==> src/rtl/i2c_pkg.sv <==
// Shared types and constants for the I2C register target: FSM state encoding,
// bus ACK/NACK levels, the R/W bit position and the majority-vote helper.
package i2c_pkg;

   typedef logic [3:0] state_t;

   localparam state_t ST_IDLE      = 4'd0;
   localparam state_t ST_ADDR      = 4'd1;
   localparam state_t ST_ADDR_ACK  = 4'd2;
   localparam state_t ST_PTR       = 4'd3;
   localparam state_t ST_WR_DATA   = 4'd4;
   localparam state_t ST_WR_ACK    = 4'd5;
   localparam state_t ST_RD_DATA   = 4'd6;
   localparam state_t ST_RD_ACK    = 4'd7;
   localparam state_t ST_WAIT_STOP = 4'd8;

   localparam logic ACK_LVL  = 1'b0;
   localparam logic NACK_LVL = 1'b1;

   localparam int RW_BIT = 0;

   function automatic logic majority3(input logic [2:0] s);
      return (s[0] & s[1]) | (s[0] & s[2]) | (s[1] & s[2]);
   endfunction

endpackage

==> src/rtl/i2c_target_if.sv <==
// Pin-level and register-bus signals of the I2C target, grouped for port lists.
// slave = the target block itself, master = whatever drives the bus and serves registers.
interface i2c_target_if;

   logic       I_SCL;
   logic       I_SDA;
   logic       O_SDA_OE;
   logic       O_WR_EN;
   logic       O_RD_EN;
   logic [7:0] O_ADDR;
   logic [7:0] O_WDATA;
   logic [7:0] I_RDATA;
   logic       O_BUSY;

   modport slave (
      input  I_SCL, I_SDA, I_RDATA,
      output O_SDA_OE, O_WR_EN, O_RD_EN, O_ADDR, O_WDATA, O_BUSY
   );

   modport master (
      output I_SCL, I_SDA, I_RDATA,
      input  O_SDA_OE, O_WR_EN, O_RD_EN, O_ADDR, O_WDATA, O_BUSY
   );

endinterface

==> src/rtl/i2c_line_filter.sv <==
// One bus line: 2-FF synchronizer, optional 3-sample majority filter
// (I2C_TARGET_GLITCH_FILTER_EN) and rise/fall detection on the cleaned level.
module i2c_line_filter
   import i2c_pkg::*;
(
   input  logic clk,
   input  logic rst_n,
   input  logic line_i,
   output logic level_o,
   output logic rise_o,
   output logic fall_o
);

   logic [1:0] sync_q;
   logic       level;
   logic       prev_q;

   // NOTE: flops reset to 1 (idle bus) so leaving reset never fakes an edge.
   always_ff @(posedge clk or negedge rst_n) begin
      if (!rst_n) begin
         sync_q <= 2'b11;
      end else begin
         sync_q <= {sync_q[0], line_i};
      end
   end

`ifdef I2C_TARGET_GLITCH_FILTER_EN
   logic [2:0] win_q;
   logic       filt_q;

   always_ff @(posedge clk or negedge rst_n) begin
      if (!rst_n) begin
         win_q  <= 3'b111;
         filt_q <= 1'b1;
      end else begin
         win_q  <= {win_q[1:0], sync_q[1]};
         filt_q <= majority3(win_q);
      end
   end

   assign level = filt_q;
`else
   assign level = sync_q[1];
`endif

   always_ff @(posedge clk or negedge rst_n) begin
      if (!rst_n) begin
         prev_q <= 1'b1;
      end else begin
         prev_q <= level;
      end
   end

   assign level_o = level;
   assign rise_o  = level & ~prev_q;
   assign fall_o  = ~level & prev_q;

endmodule

==> src/rtl/i2c_target.sv <==
// I2C target with an 8-bit register pointer: pointer byte, auto-incrementing
// writes and prefetched reads. Optional glitch filter: I2C_TARGET_GLITCH_FILTER_EN.
module i2c_target
   import i2c_pkg::*;
#(
   parameter logic [6:0] DEV_ADDR = 7'h42
) (
   input  logic          I_CLK,
   input  logic          I_RESETN,
   i2c_target_if.slave   bus
);

   logic scl_lvl, scl_rise, scl_fall;
   logic sda_lvl, sda_rise, sda_fall;

   i2c_line_filter u_scl (
      .clk    (I_CLK),
      .rst_n  (I_RESETN),
      .line_i (bus.I_SCL),
      .level_o(scl_lvl),
      .rise_o (scl_rise),
      .fall_o (scl_fall)
   );

   i2c_line_filter u_sda (
      .clk    (I_CLK),
      .rst_n  (I_RESETN),
      .line_i (bus.I_SDA),
      .level_o(sda_lvl),
      .rise_o (sda_rise),
      .fall_o (sda_fall)
   );

   logic start_det, stop_det;
   assign start_det = sda_fall & scl_lvl;
   assign stop_det  = sda_rise & scl_lvl;

   state_t     state_q,     state_d;
   logic [3:0] cnt_q,       cnt_d;
   logic [7:0] shift_q,     shift_d;
   logic [7:0] ptr_q,       ptr_d;
   logic [7:0] wdata_q,     wdata_d;
   logic       rw_q,        rw_d;
   logic       ptr_phase_q, ptr_phase_d;
   logic       mack_q,      mack_d;
   logic       sda_oe_q,    sda_oe_d;
   logic       wr_en_q,     wr_en_d;
   logic       rd_en_q,     rd_en_d;
   logic       rd_pend_q;
   logic       busy_q,      busy_d;

   logic [7:0] rx_byte;
   logic       rx_done;
   assign rx_byte = {shift_q[6:0], sda_lvl};
   assign rx_done = scl_rise && (cnt_q == 4'd7);

   // NOTE: every _d signal is defaulted first, so no path can infer a latch.
   always_comb begin
      state_d     = state_q;
      cnt_d       = cnt_q;
      shift_d     = shift_q;
      ptr_d       = ptr_q;
      wdata_d     = wdata_q;
      rw_d        = rw_q;
      ptr_phase_d = ptr_phase_q;
      mack_d      = mack_q;
      sda_oe_d    = sda_oe_q;
      wr_en_d     = 1'b0;
      rd_en_d     = 1'b0;
      busy_d      = busy_q;

      // Read data returns one cycle after the request; it becomes the next byte out.
      if (rd_pend_q) begin
         shift_d  = bus.I_RDATA;
         sda_oe_d = ~bus.I_RDATA[7];
         ptr_d    = ptr_q + 8'd1;
      end

      case (state_q)
         ST_IDLE, ST_WAIT_STOP: ;

         ST_ADDR: begin
            if (scl_rise) begin
               shift_d = rx_byte;
               cnt_d   = cnt_q + 4'd1;
            end
            if (rx_done) begin
               if (rx_byte[7:1] == DEV_ADDR) begin
                  state_d = ST_ADDR_ACK;
                  rw_d    = rx_byte[RW_BIT];
                  busy_d  = 1'b1;
               end else begin
                  state_d = ST_IDLE;
                  busy_d  = 1'b0;
               end
            end
         end

         ST_PTR, ST_WR_DATA: begin
            if (scl_rise) begin
               shift_d = rx_byte;
               cnt_d   = cnt_q + 4'd1;
            end
            if (rx_done) begin
               state_d     = ST_WR_ACK;
               ptr_phase_d = (state_q == ST_PTR);
               if (state_q == ST_PTR) begin
                  ptr_d = rx_byte;
               end else begin
                  wr_en_d = 1'b1;
                  wdata_d = rx_byte;
               end
            end
         end

         // cnt 8: between 8th rise and the ACK clock; cnt 9: ACK clock seen high.
         ST_ADDR_ACK, ST_WR_ACK: begin
            if (scl_fall && cnt_q == 4'd8) sda_oe_d = ~ACK_LVL;
            if (scl_rise && cnt_q == 4'd8) cnt_d = 4'd9;
            if (scl_fall && cnt_q == 4'd9) begin
               sda_oe_d = 1'b0;
               cnt_d    = 4'd0;
               if (state_q == ST_WR_ACK) begin
                  state_d = ST_WR_DATA;
                  if (!ptr_phase_q) ptr_d = ptr_q + 8'd1;
               end else if (rw_q) begin
                  state_d = ST_RD_DATA;
                  rd_en_d = 1'b1;
               end else begin
                  state_d = ST_PTR;
               end
            end
         end

         ST_RD_DATA: begin
            if (scl_rise && cnt_q < 4'd8) cnt_d = cnt_q + 4'd1;
            if (scl_fall) begin
               if (cnt_q == 4'd8) begin
                  sda_oe_d = 1'b0;
                  state_d  = ST_RD_ACK;
               end else if (cnt_q != 4'd0) begin
                  shift_d  = {shift_q[6:0], 1'b0};
                  sda_oe_d = ~shift_q[6];
               end
            end
         end

         ST_RD_ACK: begin
            if (scl_rise && cnt_q == 4'd8) begin
               mack_d = (sda_lvl != NACK_LVL);
               cnt_d  = 4'd9;
            end
            if (scl_fall && cnt_q == 4'd9) begin
               cnt_d = 4'd0;
               if (mack_q) begin
                  state_d = ST_RD_DATA;
                  rd_en_d = 1'b1;
               end else begin
                  state_d = ST_WAIT_STOP;
               end
            end
         end

         default: state_d = ST_IDLE;
      endcase

      // Bus conditions override whatever the byte engine decided this cycle.
      if (start_det) begin
         state_d  = ST_ADDR;
         cnt_d    = 4'd0;
         sda_oe_d = 1'b0;
         wr_en_d  = 1'b0;
         rd_en_d  = 1'b0;
      end
      if (stop_det) begin
         state_d  = ST_IDLE;
         sda_oe_d = 1'b0;
         busy_d   = 1'b0;
         wr_en_d  = 1'b0;
         rd_en_d  = 1'b0;
      end
   end

   // NOTE: clocked state uses non-blocking assignments only.
   always_ff @(posedge I_CLK or negedge I_RESETN) begin
      if (!I_RESETN) begin
         state_q     <= ST_IDLE;
         cnt_q       <= 4'd0;
         shift_q     <= 8'h00;
         ptr_q       <= 8'h00;
         wdata_q     <= 8'h00;
         rw_q        <= 1'b0;
         ptr_phase_q <= 1'b0;
         mack_q      <= 1'b0;
         sda_oe_q    <= 1'b0;
         wr_en_q     <= 1'b0;
         rd_en_q     <= 1'b0;
         rd_pend_q   <= 1'b0;
         busy_q      <= 1'b0;
      end else begin
         state_q     <= state_d;
         cnt_q       <= cnt_d;
         shift_q     <= shift_d;
         ptr_q       <= ptr_d;
         wdata_q     <= wdata_d;
         rw_q        <= rw_d;
         ptr_phase_q <= ptr_phase_d;
         mack_q      <= mack_d;
         sda_oe_q    <= sda_oe_d;
         wr_en_q     <= wr_en_d;
         rd_en_q     <= rd_en_d;
         rd_pend_q   <= rd_en_q;
         busy_q      <= busy_d;
      end
   end

   assign bus.O_SDA_OE = sda_oe_q;
   assign bus.O_WR_EN  = wr_en_q;
   assign bus.O_RD_EN  = rd_en_q;
   assign bus.O_ADDR   = ptr_q;
   assign bus.O_WDATA  = wdata_q;
   assign bus.O_BUSY   = busy_q;

endmodule
==> src/flat_wrapper.sv <==
// flat-port wrapper written by rule: the top's interface ports become plain ports
module i2c_target_flat import i2c_pkg::*;
#(
   parameter logic [6:0] DEV_ADDR = 7'h42
)
  (I_CLK, I_RESETN, bus_I_SCL, bus_I_SDA, bus_I_RDATA, bus_O_SDA_OE, bus_O_WR_EN, bus_O_RD_EN, bus_O_ADDR, bus_O_WDATA, bus_O_BUSY);
  i2c_target_if bus_i ();
  input  logic I_CLK;
  input  logic I_RESETN;
  input wire logic [$bits(bus_i.I_SCL)-1:0] bus_I_SCL;
  input wire logic [$bits(bus_i.I_SDA)-1:0] bus_I_SDA;
  input wire logic [$bits(bus_i.I_RDATA)-1:0] bus_I_RDATA;
  output wire logic [$bits(bus_i.O_SDA_OE)-1:0] bus_O_SDA_OE;
  output wire logic [$bits(bus_i.O_WR_EN)-1:0] bus_O_WR_EN;
  output wire logic [$bits(bus_i.O_RD_EN)-1:0] bus_O_RD_EN;
  output wire logic [$bits(bus_i.O_ADDR)-1:0] bus_O_ADDR;
  output wire logic [$bits(bus_i.O_WDATA)-1:0] bus_O_WDATA;
  output wire logic [$bits(bus_i.O_BUSY)-1:0] bus_O_BUSY;
  assign bus_i.I_SCL = bus_I_SCL;
  assign bus_i.I_SDA = bus_I_SDA;
  assign bus_i.I_RDATA = bus_I_RDATA;
  assign bus_O_SDA_OE = bus_i.O_SDA_OE;
  assign bus_O_WR_EN = bus_i.O_WR_EN;
  assign bus_O_RD_EN = bus_i.O_RD_EN;
  assign bus_O_ADDR = bus_i.O_ADDR;
  assign bus_O_WDATA = bus_i.O_WDATA;
  assign bus_O_BUSY = bus_i.O_BUSY;
  i2c_target #(.DEV_ADDR(DEV_ADDR)) u_core (.I_CLK(I_CLK), .I_RESETN(I_RESETN), .bus(bus_i));
endmodule
==> config.mk <==
export PLATFORM = sky130hd
export DESIGN_NAME = i2c_target_flat
export DESIGN_NICKNAME = d
export VERILOG_FILES = /design/src/rtl/i2c_pkg.sv /design/src/rtl/i2c_target_if.sv /design/src/rtl/i2c_line_filter.sv /design/src/rtl/i2c_target.sv /design/src/flat_wrapper.sv
export SDC_FILE = /design/constraint.sdc
export NUM_CORES = 1
export LEC_CHECK = 0
export BUFFER_PORTS_ARGS = -buffer_cell sky130_fd_sc_hd__buf_2
export CAP_MARGIN = 25
export CORE_MARGIN = 1
export CORE_UTILIZATION = 58
export CTS_CLUSTER_DIAMETER = 30
export CTS_CLUSTER_SIZE = 16
export DETAILED_ROUTE_END_ITERATION = 8
export GPL_TIMING_DRIVEN = 0
export PLACE_DENSITY = 0.78
export SLEW_MARGIN = 20
export SYNTH_ARGS = -nofsm -noshare
export SYNTH_HDL_FRONTEND = slang
export SYNTH_SLANG_ARGS = --single-unit
==> constraint.sdc <==
create_clock -name I_CLK -period 2.17 [get_ports I_CLK]
set_input_delay 0.217 -clock I_CLK [delete_from_list [all_inputs] [get_ports I_CLK]]
set_output_delay 0.217 -clock I_CLK [all_outputs]
set_load 0.02 [all_outputs]
==> key figures, run 1 <==
Floorplanning
  • I/O pin count: 32
  • Die Y: 70.86 um
  • Die Width: 70.86 um
  • Starting Density: 61.88%
  • CORE AREA: 4444 um2
  • Rows: 24
  • Die ar.: 5021 um2

Route
  • Total routed wirelength: 6637 um
  • DRC errors left: 0
  • Final ANT Viol Nets: 0
  • Vias per cell: 6.466
  • Drt pass-1 iters: 8
  • WL/cell: 17.79 um
  • 1st-iter DRT viols: 177
  • Vias: 2412

Timing
  • Setup_tns: 0 ns
  • Setup skew after layout: 0.004603 ns
  • Tightest Pin Transition: 0.5620 ns
  • F_max: 477.9 MHz
  • Endpoints failing setup: 0
  • Final hold violations: 0
  • Final Max Tran Viols: 0
  • Worst slew margin: 62.53%
  • Final period demand of the worst path: 2.093 ns
  • Final worst slack: 0.07746 ns
  • RSZ-0062 raised after global routing: false
  • Final worst-path cycle share: 96.43%

Power and ir drop
  • Peak supply drop: 0.0004364 V
  • P_leak: 0.001379 uW
  • Power Density: 473.1 nW/um2
  • Total power: 1462 uW

Worst setup path
  • Required time of the worst setup path: 2.36 ns
  • CP startpoint kind: flop
  • CP Data Arrival Time: 2.29 ns
  • CP Class: flop to flop
  • Critical Path Fanout Max: 10
  • Slowest stage cell, crit path: dfstp_2
  • CP cell instances: buf_4 -> nand2b_4 -> or2_4 -> or4_4 -> buf_6 -> mux2_4
  • Critical Path Sink Type: flop
  • Worst path max stage delay: 0.54 ns

Place
  • Dpl hpwl: 4719 um
  • Final Wtd Congestion: 0.9041
  • Place WS: 0.04587 ns
  • Input/output buffers: 31

Min path
  • Hold WC Path Type: input pin to flop

Cells and area
  • Commonest non-fill, non-tap cell in the layout: dfrtp_1
  • Share of cells above drive strength 1: 27.73%
  • Commonest cells after routing, fill and taps aside: dfrtp_1, buf_2, a21oi_1
  • Nets: 337
  • Final Util: 69.54%
  • Layout area overhead: 12.37%
  • Number of diodes: 0

Logic synthesis
  • Number of synthesized flops with an enable pin: 0
  • Ys flop type: dfrtp_1
  • Cell Area, Synth: 2750 um2
  • Synth Instances: 280
  • Post-synth ARST share: 100.0%
  • Syn_area_per_cell: 9.822 um2
  • Ys Warns: 0
  • Register area share after synthesis: 41.22%
  • Netlist cell types: 66
  • Post-synthesis register bit count: 45
  • Post-Synthesis Net Count: 296

Global routing
  • Antenna violations before repair: 0
  • Largest net degree at the start of global routing: 46
  • First-pass GRT wire length: 11450 um
  • Vias in the first global route: 2318
  • GRT overflow: 0
  • GRT Util Overall: 29.60%

Clocking
  • Total CTS buffers: 5
  • H-tree depth: 2
  • Worst-path clk slew: 0.08 ns
  • Clock root buffer: clkbuf_8
  • Worst-Skew Late Latency: 0.31 ns
  • Clock sinks: 45
  • CTS tree: built
  • CTS max path bufs: 2
  • Setup repair bufs after CTS: 0

Flow run
  • MaxCap Viol Count: 0

Outcome
  • Status: finished clean
[logic make-up (layout without fill, tap and decap cells)]
group | after synthesis | after routing | share of synthesized area, %
and+or+nand+nor | 106 | 106 | 22.93
buffers and inverters | 22 | 63 | 3.913
muxes | 23 | 23 | 10.42
AOI/OAI and AO/OA | 70 | 70 | 16.52
adders and majority gates | 4 | 4 | 1.820
DFF | 45 | 45 | 41.22
xor gates and xnor gates | 10 | 10 | 3.185
[timing repair]
action                                  4_1_cts  5_1_grt
gates resized for setup                       0        2
hold buffers                                  1        2
endpoints found under the setup margin        0       11
hold endpoints to repair                      1       40
[final cells by class]
class                   count  area (um2)
inverters                   8       30.03
plain buffers              14       77.57
clock buffers               6       72.57
well taps                  52       65.06
clock inverters             1       8.758
flip-flops and latches     45        1135
multi-input cells         213        1514
fillers                   375        1354
repair buffers             34       187.7
[flip-flops by register name, indices dropped and copies added, names as in the netlist, 2 cells and up]
| signal | cells |
|---|---|
| u_core.bus.O_ADDR | 8 |
| u_core.u_sda.sync_q | 2 |
| u_core.cnt_q | 4 |
| u_core.state_q | 4 |
| u_core.shift_q | 7 |
| u_core.bus.O_WDATA | 8 |
| u_core.u_scl.sync_q | 2 |
[final timing paths]
check	startpoint	endpoint	slack, ns	cells past startpoint
hold / removal	bus_I_RDATA[0]	u_core.shift_q[0]	0.22	3
setup / recovery	u_core.u_scl.sync_q[1]	u_core.bus.O_WDATA[3]	0.08	6
min in group asynchronous	I_RESETN	u_core.cnt_q[2]	0.42	2
setup reg to reg	u_core.u_scl.sync_q[1]	u_core.bus.O_WDATA[3]	0.08	6
hold reg to reg	u_core.u_scl.sync_q[0]	u_core.u_scl.sync_q[1]	0.36	0
max in group asynchronous	I_RESETN	u_core.cnt_q[0]	1.31	2
[layer usage]
metal	wire length, um	part of all wire (%)	GRT usage, %	vias up
li1	-	-	-	1116
met1	2931	44	41.50	1153
met2	3040	46	46.26	126
met3	495	7.5	4.701	17
met4	170	2.6	12.00	0
met5	0	0	0	-
[critical path, delay by kind of cell (launching register included)]
family | cells | cell delay (ns)
buffers and inverters | 2 | 0.33
DFF | 1 | 0.54
muxes | 1 | 0.30
and+or+nand+nor | 3 | 0.80
[report_power, final]
| group | internal, uW | total (uW) | switching, uW | leakage [uW] |
|---|---|---|---|---|
| clock network | 223 | 514 | 290 | 0.0000412 |
| logic | 32.7 | 74.4 | 41.7 | 0.000736 |
| registers | 856 | 874 | 18.7 | 0.000602 |
[through the flow]
| stage | instances | cell area [um2] | hold WS [ns] |
|---|---|---|---|
| final | 373 | 3090 | 0.2176 |
| after CTS | 371 | 3062 | 0.0004901 |
| after detailed placement | 363 | 2970 | 0.3240 |
| after global placement | 363 | 2970 | 0.3219 |
| after floorplan | 280 | 2750 | -0.07859 |
| after global routing | 373 | 3090 | 0.2385 |
[cell usage after synthesis (6+ instances only)]
master	number	area, um2
mux2_2	13	146.4
nor2_1	18	67.56
inv_1	8	30.03
nand2_1	16	60.06
dfrtp_1	39	975.9
nand3_1	10	50.05
mux2_4	8	120.1
a21oi_1	21	105.1
o21ai_0	14	70.07
nand4_1	8	50.05
xnor2_1	9	78.83
dfstp_2	6	157.7
nand2b_1	7	43.79
(Power assumes the default switching activity.)
==> run 2: changes to the inputs <==
--- a/config.mk
+++ b/config.mk
@@ -7,8 +7,10 @@
 export LEC_CHECK = 0
 export BUFFER_PORTS_ARGS = -buffer_cell sky130_fd_sc_hd__buf_2
 export CAP_MARGIN = 25
+export CELL_PAD_IN_SITES_DETAIL_PLACEMENT = 2
+export CELL_PAD_IN_SITES_GLOBAL_PLACEMENT = 2
 export CORE_MARGIN = 1
-export CORE_UTILIZATION = 58
+export CORE_UTILIZATION = 37
 export CTS_CLUSTER_DIAMETER = 30
 export CTS_CLUSTER_SIZE = 16
 export DETAILED_ROUTE_END_ITERATION = 8
==> run 2 against run 1 <==
  * Wire length grew 40%
  * Clock-buffer cell count shrank 1
  * Via count grew 1.7%
  * Non-clock buffer count grew 4
  * Clock skew grew 0.0063 ns
  * Largest cell class unchanged
  * Final area grew 4.3%
  * Global-route usage shrank 5.4 points
  * Combinational power grew 16%
  * Clock power grew 12%
  * Critical endpoint is now u_core.bus.O_ADDR[1]
  * Maximum frequency shrank 1.5%
  * Sequential share of layout area shrank 1.5 points
==> key figures, run 2 (synthesis gave the netlist of run 1 again) <==
Cells and area
  • Commonest cells after routing, fill and taps aside: dfrtp_1, buf_2, a21oi_1
  • Share of cells above drive strength 1: 30.67% (+2.9 points)
  • Final Util: 44.66% (-25 points)
  • Commonest non-fill, non-tap cell in the layout: dfrtp_1
  • Nets: 341 (+1.2%)
  • Fill cell count: 817 (+120%)
  • Number of diodes: 0 (unchanged)
  • Layout area overhead: 17.15%

Worst setup path
  • CP Class: flop to flop
  • R2r startpoint: u_core.state_q[3]
  • Buf/Inv on CP: 1 (-1)
  • Worst r2r path cells: 5 (-1)
  • Largest delay share family, worst path: compound AO/OA/AOI/OAI gates
  • CP startpoint kind: flop
  • CP Data Arrival Time: 2.33 ns (+0.04 ns)
  • Critical Path Fanout Max: 10 (unchanged)
  • Critical Path Sink Type: flop
  • R2r endpoint: u_core.bus.O_ADDR[1]
  • Required time of the worst setup path: 2.37 ns (about the same)
  • Slowest stage cell, crit path: o41a_1
  • Worst path max stage delay: 0.56 ns (+0.02 ns)
  • R2r setup slk: 0.04 ns (-0.03 ns)
  • CP cell instances: clkbuf_1 -> nand4bb_1 -> o41a_1 -> and3_1 -> a221o_1

Clocking
  • Clock root buffer: clkbuf_8
  • Total CTS buffers: 5 (unchanged)
  • H-tree depth: 2 (unchanged)
  • Worst-path clk slew: 0.10 ns (+0.02 ns)
  • CTS max path bufs: 2 (unchanged)
  • Clock sinks: 45 (unchanged)
  • Worst-Skew Late Latency: 0.31 ns (about the same)
  • CTS tree: built

Timing
  • Final Max Tran Viols: 0 (unchanged)
  • Setup_tns: 0 ns (unchanged)
  • Tightest Pin Transition: 0.5845 ns (+0.02244 ns)
  • Endpoints failing setup: 0 (unchanged)
  • Setup skew after layout: 0.01095 ns (+0.006345 ns)
  • RSZ-0062 raised after global routing: true
  • Final hold violations: 0 (unchanged)
  • Worst slew margin: 61.03% (-1.5 points)
  • Final worst-path cycle share: 97.93% (+1.5 points)
  • Final worst slack: 0.04483 ns (-0.03263 ns)
  • Final period demand of the worst path: 2.125 ns (+0.03263 ns)
  • F_max: 470.6 MHz (-1.5%)
  • Hold slack: 0.2538 ns (+0.03621 ns)

Place
  • Input/output buffers: 31 (unchanged)
  • Final Wtd Congestion: 0.8021 (-11%)
  • Dpl hpwl: 6315 um (+34%)
  • Place WS: -0.09577 ns (-0.1416 ns)

Global routing
  • GRT Util Overall: 24.18% (-5.4 points)
  • First-pass GRT wire length: 13990 um (+22%)
  • GRT overflow: 0 (unchanged)
  • Antenna violations before repair: 0 (unchanged)
  • Grt met1 use: 33.04% (-8.5 points)
  • Gr busiest metal: met2
  • Largest net degree at the start of global routing: 32 (-30%)
  • Met2 Usage GRT: 39.86% (-6.4 points)
  • Vias in the first global route: 2488 (+7.3%)
  • Met3 Track Usage GR: 4.478% (-0.22 points)

Route
  • Final ANT Viol Nets: 0 (unchanged)
  • Vias: 2454 (+1.7%)
  • Total routed wirelength: 9268 um (+40%)
  • WL/cell: 21.81 um (+23%)
  • 1st-iter DRT viols: 131 (-26%)
  • DRC errors left: 0 (unchanged)
  • Drt pass-1 iters: 4 (-4)
  • Vias per cell: 5.774 (-11%)

Flow run
  • MaxCap Viol Count: 0 (unchanged)

Floorplanning
  • Die Width: 88.22 um (+24%)
  • Die ar.: 7782 um2 (+55%)
  • Rows: 31 (+29%)
  • CORE AREA: 7214 um2 (+62%)
  • Starting Density: 38.12% (-24 points)
  • I/O pin count: 32 (unchanged)
  • Die Y: 88.22 um (+24%)

Outcome
  • Status: finished clean

Power and ir drop
  • P_leak: 0.001408 uW (+2.1%)
  • Power Density: 478.0 nW/um2 (+1.0%)
  • Total power: 1540 uW (+5.3%)
  • Peak supply drop: 0.0002537 V (-42%)

Min path
  • Worst hold path stage count: 3 (unchanged)
  • Worst hold start: bus_I_RDATA[2]
  • Hold Path Sink: u_core.shift_q[2]
  • Hold WC Path Type: input pin to flop
-- run 2: metal layers --
metal	part of all wire (%)	vias to the layer above
met2	49	45
met4	1.1	0
met1	46	1284
met3	3.4	7
li1	-	1118
met5	0	-
-- run 2: worst reg2reg max path, cell delays in order (launching register included) --
cell and delay (ns):
dfrtp_1 0.37, clkbuf_1 0.25, nand4bb_1 0.32, o41a_1 0.56
and3_1 0.27, a221o_1 0.26
-- run 2: timing repair --
action	in CTS	in global routing
pin swaps	0	2
setup endpoints to repair	9	7
hold endpoints to repair	15	1
setup buffers	0	3
hold buffers	2	1
resized for setup	2	6
-- run 2: how the worst max path moves through the flow --
stage	start	cells past startpoint	slack [ns]	end
2_1_floorplan	u_core.u_scl.sync_q[1]	6	0.22	u_core.bus.O_WDATA[0]
3_3_place_gp	u_core.u_scl.sync_q[1]	6	-0.04	u_core.bus.O_ADDR[1]
3_5_place_dp	u_core.cnt_q[0]	6	-0.1	u_core.bus.O_ADDR[1]
4_1_cts	u_core.u_scl.sync_q[1]	6	0.02	u_core.bus.O_ADDR[1]
5_1_grt	u_core.state_q[3]	5	-0.05	u_core.bus.O_ADDR[1]
6_report	u_core.state_q[3]	5	0.04	u_core.bus.O_ADDR[1]
-- run 2: report_power, final --
group / leakage (uW) / switching, uW / total (uW) / internal (uW)
Clock: 0.0000447 / 342 / 576 / 233
Sequential: 0.000602 / 22.1 / 878 / 856
Combinational: 0.000762 / 49.7 / 86.3 / 36.6
-- run 2: area by class of cell --
class,count,area (um2),share of cell area [%]
clock inverter,3,25.02,0.7767
multi-input combinational,213,1530,47.50
timing repair buffer,38,227.7,7.068
inverter,8,30.03,0.9320
tap,99,123.9,3.845
buffer,14,81.33,2.524
clock buffer,5,68.82,2.136
sequential,45,1135,35.22
-- run 2: stage by stage --
step / cells / cell area (um2)
floorplan: 280 / 2750
global placement: 410 / 3029
detailed placement: 411 / 3049
CTS: 421 / 3169
global route: 425 / 3222
finish: 425 / 3222
